### config.mk
export PLATFORM = sky130hd
export DESIGN_NAME = event_input_frontend
export DESIGN_NICKNAME = d
export VERILOG_FILES = /design/src/rtl/event_frontend_pkg.sv /design/src/rtl/event_input_frontend_fifo.sv /design/src/rtl/event_input_frontend.sv
export SDC_FILE = /design/constraint.sdc
export NUM_CORES = 1
export LEC_CHECK = 0
export BUFFER_PORTS_ARGS = -buffer_cell sky130_fd_sc_hd__clkbuf_2
export CORE_ASPECT_RATIO = 0.8
export CORE_MARGIN = 2
export CORE_UTILIZATION = 45
export CTS_CLUSTER_DIAMETER = 50
export DETAILED_ROUTE_END_ITERATION = 10
export PLACE_DENSITY_LB_ADDON = 0.25
export SLEW_MARGIN = 20
export SYNTH_ARGS = -nofsm -noshare
export SYNTH_HDL_FRONTEND = slang
export SYNTH_HIERARCHICAL = 1
export SYNTH_SLANG_ARGS = --single-unit
### constraint.sdc
create_clock -name clk -period 10.7 [get_ports clk]
set_input_delay 2.14 -clock clk [delete_from_list [all_inputs] [get_ports clk]]
set_output_delay 2.14 -clock clk [all_outputs]
set_load 0.005 [all_outputs]
### src/rtl/event_frontend_pkg.sv
// Shared types and helpers for the DVS event ingress front end.
package event_frontend_pkg;

    // Field widths are upper bounds; the front end zero-extends into them.
    localparam int unsigned EVT_X_W = 16;
    localparam int unsigned EVT_Y_W = 16;
    localparam int unsigned EVT_T_W = 64;

    typedef struct packed {
        logic [EVT_X_W-1:0] x;
        logic [EVT_Y_W-1:0] y;
        logic [EVT_T_W-1:0] t;
        logic               pol;
        logic               sow;
    } evt_t;

    typedef enum logic {
        WIN_IDLE,
        WIN_ACTIVE
    } win_state_e;

    function automatic logic [31:0] sat_inc(input logic [31:0] value, input int unsigned bits);
        logic [31:0] max_val;
        max_val = (bits >= 32) ? '1 : ((32'd1 << bits) - 32'd1);
        return (value >= max_val) ? value : value + 32'd1;
    endfunction

endpackage

### src/rtl/event_input_frontend_fifo.sv
// First-word-fall-through FIFO: storage array plus a registered head entry.
module event_fifo #(
    parameter int unsigned WIDTH = 8,
    parameter int unsigned DEPTH = 16
) (
    input  logic                       clk,
    input  logic                       rst_n,
    input  logic                       wr_en,
    input  logic [WIDTH-1:0]           wr_data,
    input  logic                       rd_en,
    output logic [WIDTH-1:0]           rd_data,
    output logic                       empty,
    output logic                       full,
    output logic [$clog2(DEPTH):0]     level
);
    localparam int unsigned AW = $clog2(DEPTH);

    logic [WIDTH-1:0] mem [DEPTH];
    logic [AW-1:0]    wr_ptr;
    logic [AW-1:0]    rd_ptr;
    logic [AW:0]      mem_cnt;
    logic             head_valid;
    logic             pop;
    logic             load;

    // The head register refills from storage whenever it is free or being consumed.
    assign pop   = head_valid && rd_en;
    assign load  = (mem_cnt != '0) && (!head_valid || pop);
    assign level = mem_cnt + {{AW{1'b0}}, head_valid};
    assign full  = (level == (AW+1)'(DEPTH));
    assign empty = !head_valid;

    always_ff @(posedge clk) begin
        if (wr_en) begin
            mem[wr_ptr] <= wr_data;
        end
    end

    always_ff @(posedge clk or negedge rst_n) begin
        if (!rst_n) begin
            wr_ptr     <= '0;
            rd_ptr     <= '0;
            mem_cnt    <= '0;
            head_valid <= 1'b0;
            rd_data    <= '0;
        end else begin
            if (wr_en) begin
                wr_ptr <= wr_ptr + AW'(1);
            end
            if (load) begin
                rd_ptr     <= rd_ptr + AW'(1);
                rd_data    <= mem[rd_ptr];
                head_valid <= 1'b1;
            end else if (pop) begin
                head_valid <= 1'b0;
            end
            mem_cnt <= mem_cnt + (AW+1)'(wr_en) - (AW+1)'(load);
        end
    end

endmodule

### src/rtl/event_input_frontend.sv
// Event ingress: bounds check, scaling, window tagging and FWFT buffering.
// Optional EVT_MONOTONIC_CHECK_EN drops events whose timestamp precedes the window start.
module event_input_frontend
    import event_frontend_pkg::*;
#(
    parameter int unsigned MAX_X_COORD    = 128,
    parameter int unsigned MAX_Y_COORD    = 128,
    parameter int unsigned INPUT_BIT_TIME = 32,
    parameter int unsigned INPUT_BIT_X    = 8,
    parameter int unsigned INPUT_BIT_Y    = 8,
    parameter int unsigned SCALE_SHIFT    = 0,
    parameter int unsigned WINDOW_LEN     = 100000,
    parameter int unsigned FIFO_DEPTH     = 16,
    parameter int unsigned CNT_BITS       = 16
) (
    input  logic                            clk,
    input  logic                            reset,
    input  logic [INPUT_BIT_TIME-1:0]       timestamp,
    input  logic [INPUT_BIT_X-1:0]          x_coord,
    input  logic [INPUT_BIT_Y-1:0]          y_coord,
    input  logic                            polarity,
    input  logic                            is_valid,
    output logic [INPUT_BIT_X-1:0]          out_x,
    output logic [INPUT_BIT_Y-1:0]          out_y,
    output logic [INPUT_BIT_TIME-1:0]       out_t,
    output logic                            out_pol,
    output logic                            out_sow,
    output logic                            out_valid,
    input  logic                            out_ready,
    output logic [$clog2(FIFO_DEPTH):0]     fifo_level,
    output logic [CNT_BITS-1:0]             oob_drops,
    output logic [CNT_BITS-1:0]             ovf_drops,
    output logic [CNT_BITS-1:0]             ooo_drops
);
    localparam int unsigned DATA_W = INPUT_BIT_X + INPUT_BIT_Y + INPUT_BIT_TIME + 2;

    win_state_e                state;
    logic [INPUT_BIT_TIME-1:0] window_start;
    logic [INPUT_BIT_TIME-1:0] delta;
    logic [INPUT_BIT_X-1:0]    x_scaled;
    logic [INPUT_BIT_Y-1:0]    y_scaled;
    logic                      in_bounds;
    logic                      new_window;
    evt_t                      s1_evt;
    logic                      s1_valid;
    logic                      pending_sow;
    logic                      fifo_wr;
    logic                      fifo_full;
    logic                      fifo_empty;
    logic [DATA_W-1:0]         fifo_din;
    logic [DATA_W-1:0]         fifo_dout;
    logic                      unused_evt_bits;

    assign in_bounds  = (32'(x_coord) < MAX_X_COORD) && (32'(y_coord) < MAX_Y_COORD);
    assign delta      = timestamp - window_start;
    assign new_window = (state == WIN_IDLE) || (delta >= INPUT_BIT_TIME'(WINDOW_LEN));
    assign x_scaled   = x_coord >> SCALE_SHIFT;
    assign y_scaled   = y_coord >> SCALE_SHIFT;

    always_ff @(posedge clk or negedge reset) begin
        if (!reset) begin
            state        <= WIN_IDLE;
            window_start <= '0;
            s1_valid     <= 1'b0;
            s1_evt       <= '0;
            oob_drops    <= '0;
`ifdef EVT_MONOTONIC_CHECK_EN
            ooo_drops    <= '0;
`endif
        end else begin
            s1_valid <= 1'b0;
            if (is_valid) begin
                if (!in_bounds) begin
                    oob_drops <= CNT_BITS'(sat_inc(32'(oob_drops), CNT_BITS));
`ifdef EVT_MONOTONIC_CHECK_EN
                end else if (state == WIN_ACTIVE && delta[INPUT_BIT_TIME-1]) begin
                    ooo_drops <= CNT_BITS'(sat_inc(32'(ooo_drops), CNT_BITS));
`endif
                end else begin
                    s1_valid   <= 1'b1;
                    s1_evt.x   <= EVT_X_W'(x_scaled);
                    s1_evt.y   <= EVT_Y_W'(y_scaled);
                    s1_evt.pol <= polarity;
                    if (new_window) begin
                        state        <= WIN_ACTIVE;
                        window_start <= timestamp;
                        s1_evt.sow   <= 1'b1;
                        s1_evt.t     <= '0;
                    end else begin
                        s1_evt.sow   <= 1'b0;
                        s1_evt.t     <= EVT_T_W'(delta);
                    end
                end
            end
        end
    end

`ifndef EVT_MONOTONIC_CHECK_EN
    assign ooo_drops = '0;
`endif

    // A read in the same cycle frees a slot, so a full FIFO can still accept.
    assign fifo_wr  = s1_valid && (!fifo_full || (out_valid && out_ready));
    assign fifo_din = {s1_evt.pol, s1_evt.sow | pending_sow,
                       s1_evt.t[INPUT_BIT_TIME-1:0],
                       s1_evt.y[INPUT_BIT_Y-1:0],
                       s1_evt.x[INPUT_BIT_X-1:0]};
    assign unused_evt_bits = ^s1_evt;

    always_ff @(posedge clk or negedge reset) begin
        if (!reset) begin
            pending_sow <= 1'b0;
            ovf_drops   <= '0;
        end else if (s1_valid) begin
            if (fifo_wr) begin
                pending_sow <= 1'b0;
            end else begin
                ovf_drops <= CNT_BITS'(sat_inc(32'(ovf_drops), CNT_BITS));
                if (s1_evt.sow) begin
                    pending_sow <= 1'b1;
                end
            end
        end
    end

    event_fifo #(
        .WIDTH (DATA_W),
        .DEPTH (FIFO_DEPTH)
    ) u_fifo (
        .clk     (clk),
        .rst_n   (reset),
        .wr_en   (fifo_wr),
        .wr_data (fifo_din),
        .rd_en   (out_ready),
        .rd_data (fifo_dout),
        .empty   (fifo_empty),
        .full    (fifo_full),
        .level   (fifo_level)
    );

    assign out_valid = !fifo_empty;
    assign {out_pol, out_sow, out_t, out_y, out_x} = fifo_dout;

endmodule

==> flow_summary.ini <==
[yosys]
synth_top_area_share = 0.6069
netlist_area_mm2 = 0.03958
synth_common_cells = 800 x edfxtp_1, 200 x mux4_2, 181 x dfrtp_1
synth.most_common_cell = edfxtp_1
syn_avg_cell_area_um2 = 18.24
ys.flop_type = edfxtp_1
ys_seq_area_frac = 0.7213
synthTopCellsByArea = edfxtp_1 61%, dfrtp_1 11%, mux4_2 11%
synth_edf_count = 800
async_reset_ff_frac = 0.1845
synth-seq-cells = 981
syn_inst = 2170
synth.largest_area_cell = edfxtp_1
synth_cell_types = 71
yosys_warnings = 6

[finish]
n_antenna_cell = 0
final_area_mm2 = 0.04520
final_layout_size_suffix_gt1_frac = 0.2717
stdcell_count = 3571
final-seq-area_mm2 = 0.02856
n_fill_cell = 6976
multi_input_area_mm2 = 0.01032
final_nets = 2445
area_growth_pct = 14.19

[sta]
finalCritPeriodShare = 0.5499
hold_viol = 0
worst_slew_pin_slew_ns = 1.073
min_period_ns = 5.884
worst_slack_ns = 4.816
relSlewSlack = 0.2845
rsz0062_at_grt = false
final_max_slew_viol_count = 0
setup_tns_ns = 0
fin_skew_ns = 0.03033
setup_violations = 0
fmax_mhz = 170.0

[pwr]
p_int_w = 0.007772
p_sw_w = 0.003165
cellPowerDensity_mw_per_mm2 = 242.0
clockPowerShare = 0.334
seq_power_share = 0.427
p_leak_nw = 16.41
swShare = 0.2894
combinationalPowerShare = 0.238
ir_worst_vdd_mv = 0.2081

[detailed_routing]
wl_per_cell_um = 25.23
drt_iter0_drc = 1710
antenna_left = 0
first_pass_iters = 7
drc_errors = 0
wirelength_um = 90110
viasPerCell = 5.765
vias = 20590

[global_route]
grt_pass1_wl_um = 136100
grt_usage = 0.2019
first_global_vias = 21440
antenna_found_initial = 1
grt_max_degree = 103
overflow = 0

[clock_tree]
clock-root-buffer = clkbuf_16
path_clk_slew_ns = 0.06
cts-resized-gates = 0
tritoncts = done
cts_buffer_depth = 3
cts_sinks = 981
postCtsHoldBufs = 0
insertion_delay_ns = 0.68
numCtsBuffers = 103
ctsHtreeMaxLevel = 3
postCtsSetupRepairBufs = 0

[placed_design]
gp_congestion = 0.8420
dp_slack_ns = 4.157
port_buffers = 140
dp.cells = 3375
post_dp_cell_area_mm2 = 0.04162
dp_hpwl_um = 46910

[floorplan]
start_util = 0.4530
die_x_um = 335.6
std_cell_rows = 97
die-area_mm2 = 0.09037
die_h_um = 269.3
core-area_mm2 = 0.08738
ios = 157

[critical_path]
critPathMaxFanout = 27
critical_path_class = in2reg
critPathArrivalTime_ns = 6.42
required_ns = 11.24
cp-start-kind = input port
end_kind = flop

[flow_run]
cap_violations = 0

[worst_hold_path]
hp-class = reg2reg

[status]
outcome = completed
power by group through the flow:
| stage | Clock, W | Sequential (W) | Combinational, W |
|---|---|---|---|
| 6_report | 0.00365 | 0.00468 | 0.00261 |
| 5_1_grt | 0.00389 | 0.00471 | 0.00284 |
| 4_1_cts | 0.00374 | 0.00468 | 0.00264 |
| 3_5_place_dp | 0 | 0.00476 | 0.00263 |
| 3_3_place_gp | 0 | 0.00474 | 0.00259 |
| 2_1_floorplan | 0 | 0.00459 | 0.00204 |
metrics by stage:
step	hold WS (ns)	util	total power [W]
2_1_floorplan	0.4551	-	0.006631
3_3_place_gp	0.4714	0.4747	0.007335
3_5_place_dp	0.4820	0.4763	0.007392
4_1_cts	0.4926	0.5173	0.01107
5_1_grt	0.5003	0.5173	0.01145
6_report	0.4935	0.5173	0.01094
per-layer routing:
layer / global-route usage / share of wire / up-vias / wire length (um)
met5: 0 / 0 / - / 0
met1: 0.2825 / 0.42 / 10790 / 37990
li1: - / - / 8984 / -
met2: 0.3323 / 0.50 / 697 / 44690
met4: 0.04980 / 0.019 / 0 / 1732
met3: 0.03351 / 0.063 / 120 / 5700
cells in the final DEF, fill, tap and decap left out, drive strengths merged, types with 30 or more instances in the layout:
cell    count
a21oi      83
buf        41
clkbuf    269
clkinv     44
dfrtp     181
edfxtp    800
ha         48
inv        60
mux2       85
mux4      200
nand2     121
nand4      30
nor2       48
o21ai      41
o22ai     103
xnor2      43
state kept, by name, summed over array words and instances, names as in the netlist, 4 cells and up:
name / flops
u_fifo/mem: 800
u_fifo/rd_data: 50
fifo_din: 49
window_start: 32
oob_drops: 16
ovf_drops: 16
u_fifo/mem_cnt: 5
u_fifo/rd_ptr: 4
u_fifo/wr_ptr: 4
kinds of logic (layout without fill, tap and decap cells):
group,after synthesis,in the layout,synth area share
compound gates,301,301,0.04764
fa+ha+maj,50,50,0.01618
simple gates,304,304,0.03705
other cells,1,16,0.00009474
buf+inv,180,428,0.02257
flops,981,981,0.7213
mux,286,286,0.1401
xor+xnor,67,67,0.01501
worst paths after layout:
kind                             startpoint                to  cells past startpoint  slack (ns)
setup / recovery              timestamp[12]  window_start[28]                     12        4.82
hold / removal             window_start[26]  window_start[26]                      1        0.49
setup reg to reg           window_start[12]  window_start[28]                     12        6.04
hold reg to reg            window_start[26]  window_start[26]                      1        0.49
max in group asynchronous             reset  u_fifo/rd_ptr[3]                      2        7.80
min in group asynchronous             reset         s1_evt[0]                      1        1.49
critical path: stages:
cell,delay (ns)
clkbuf_2,0.10
ha_1,0.40
a21oi_1,0.44
o21ai_0,0.31
o31ai_2,0.33
nand2_1,0.15
a221oi_2,0.33
xor2_2,0.62
nand2_1,0.21
o31ai_4,0.50
buf_4,0.50
mux2_1,0.37
layout make-up:
| class | instances | share of cell area |
|---|---|---|
| Clock buffer | 130 | 0.06217 |
| Clock inverter | 66 | 0.01697 |
| Inverter | 52 | 0.004318 |
| Multi-Input combinational cell | 1024 | 0.2284 |
| Sequential cell | 981 | 0.6319 |
| Tap cell | 1138 | 0.03150 |
| Timing Repair Buffer | 180 | 0.02480 |
(Power assumes the default switching activity.)
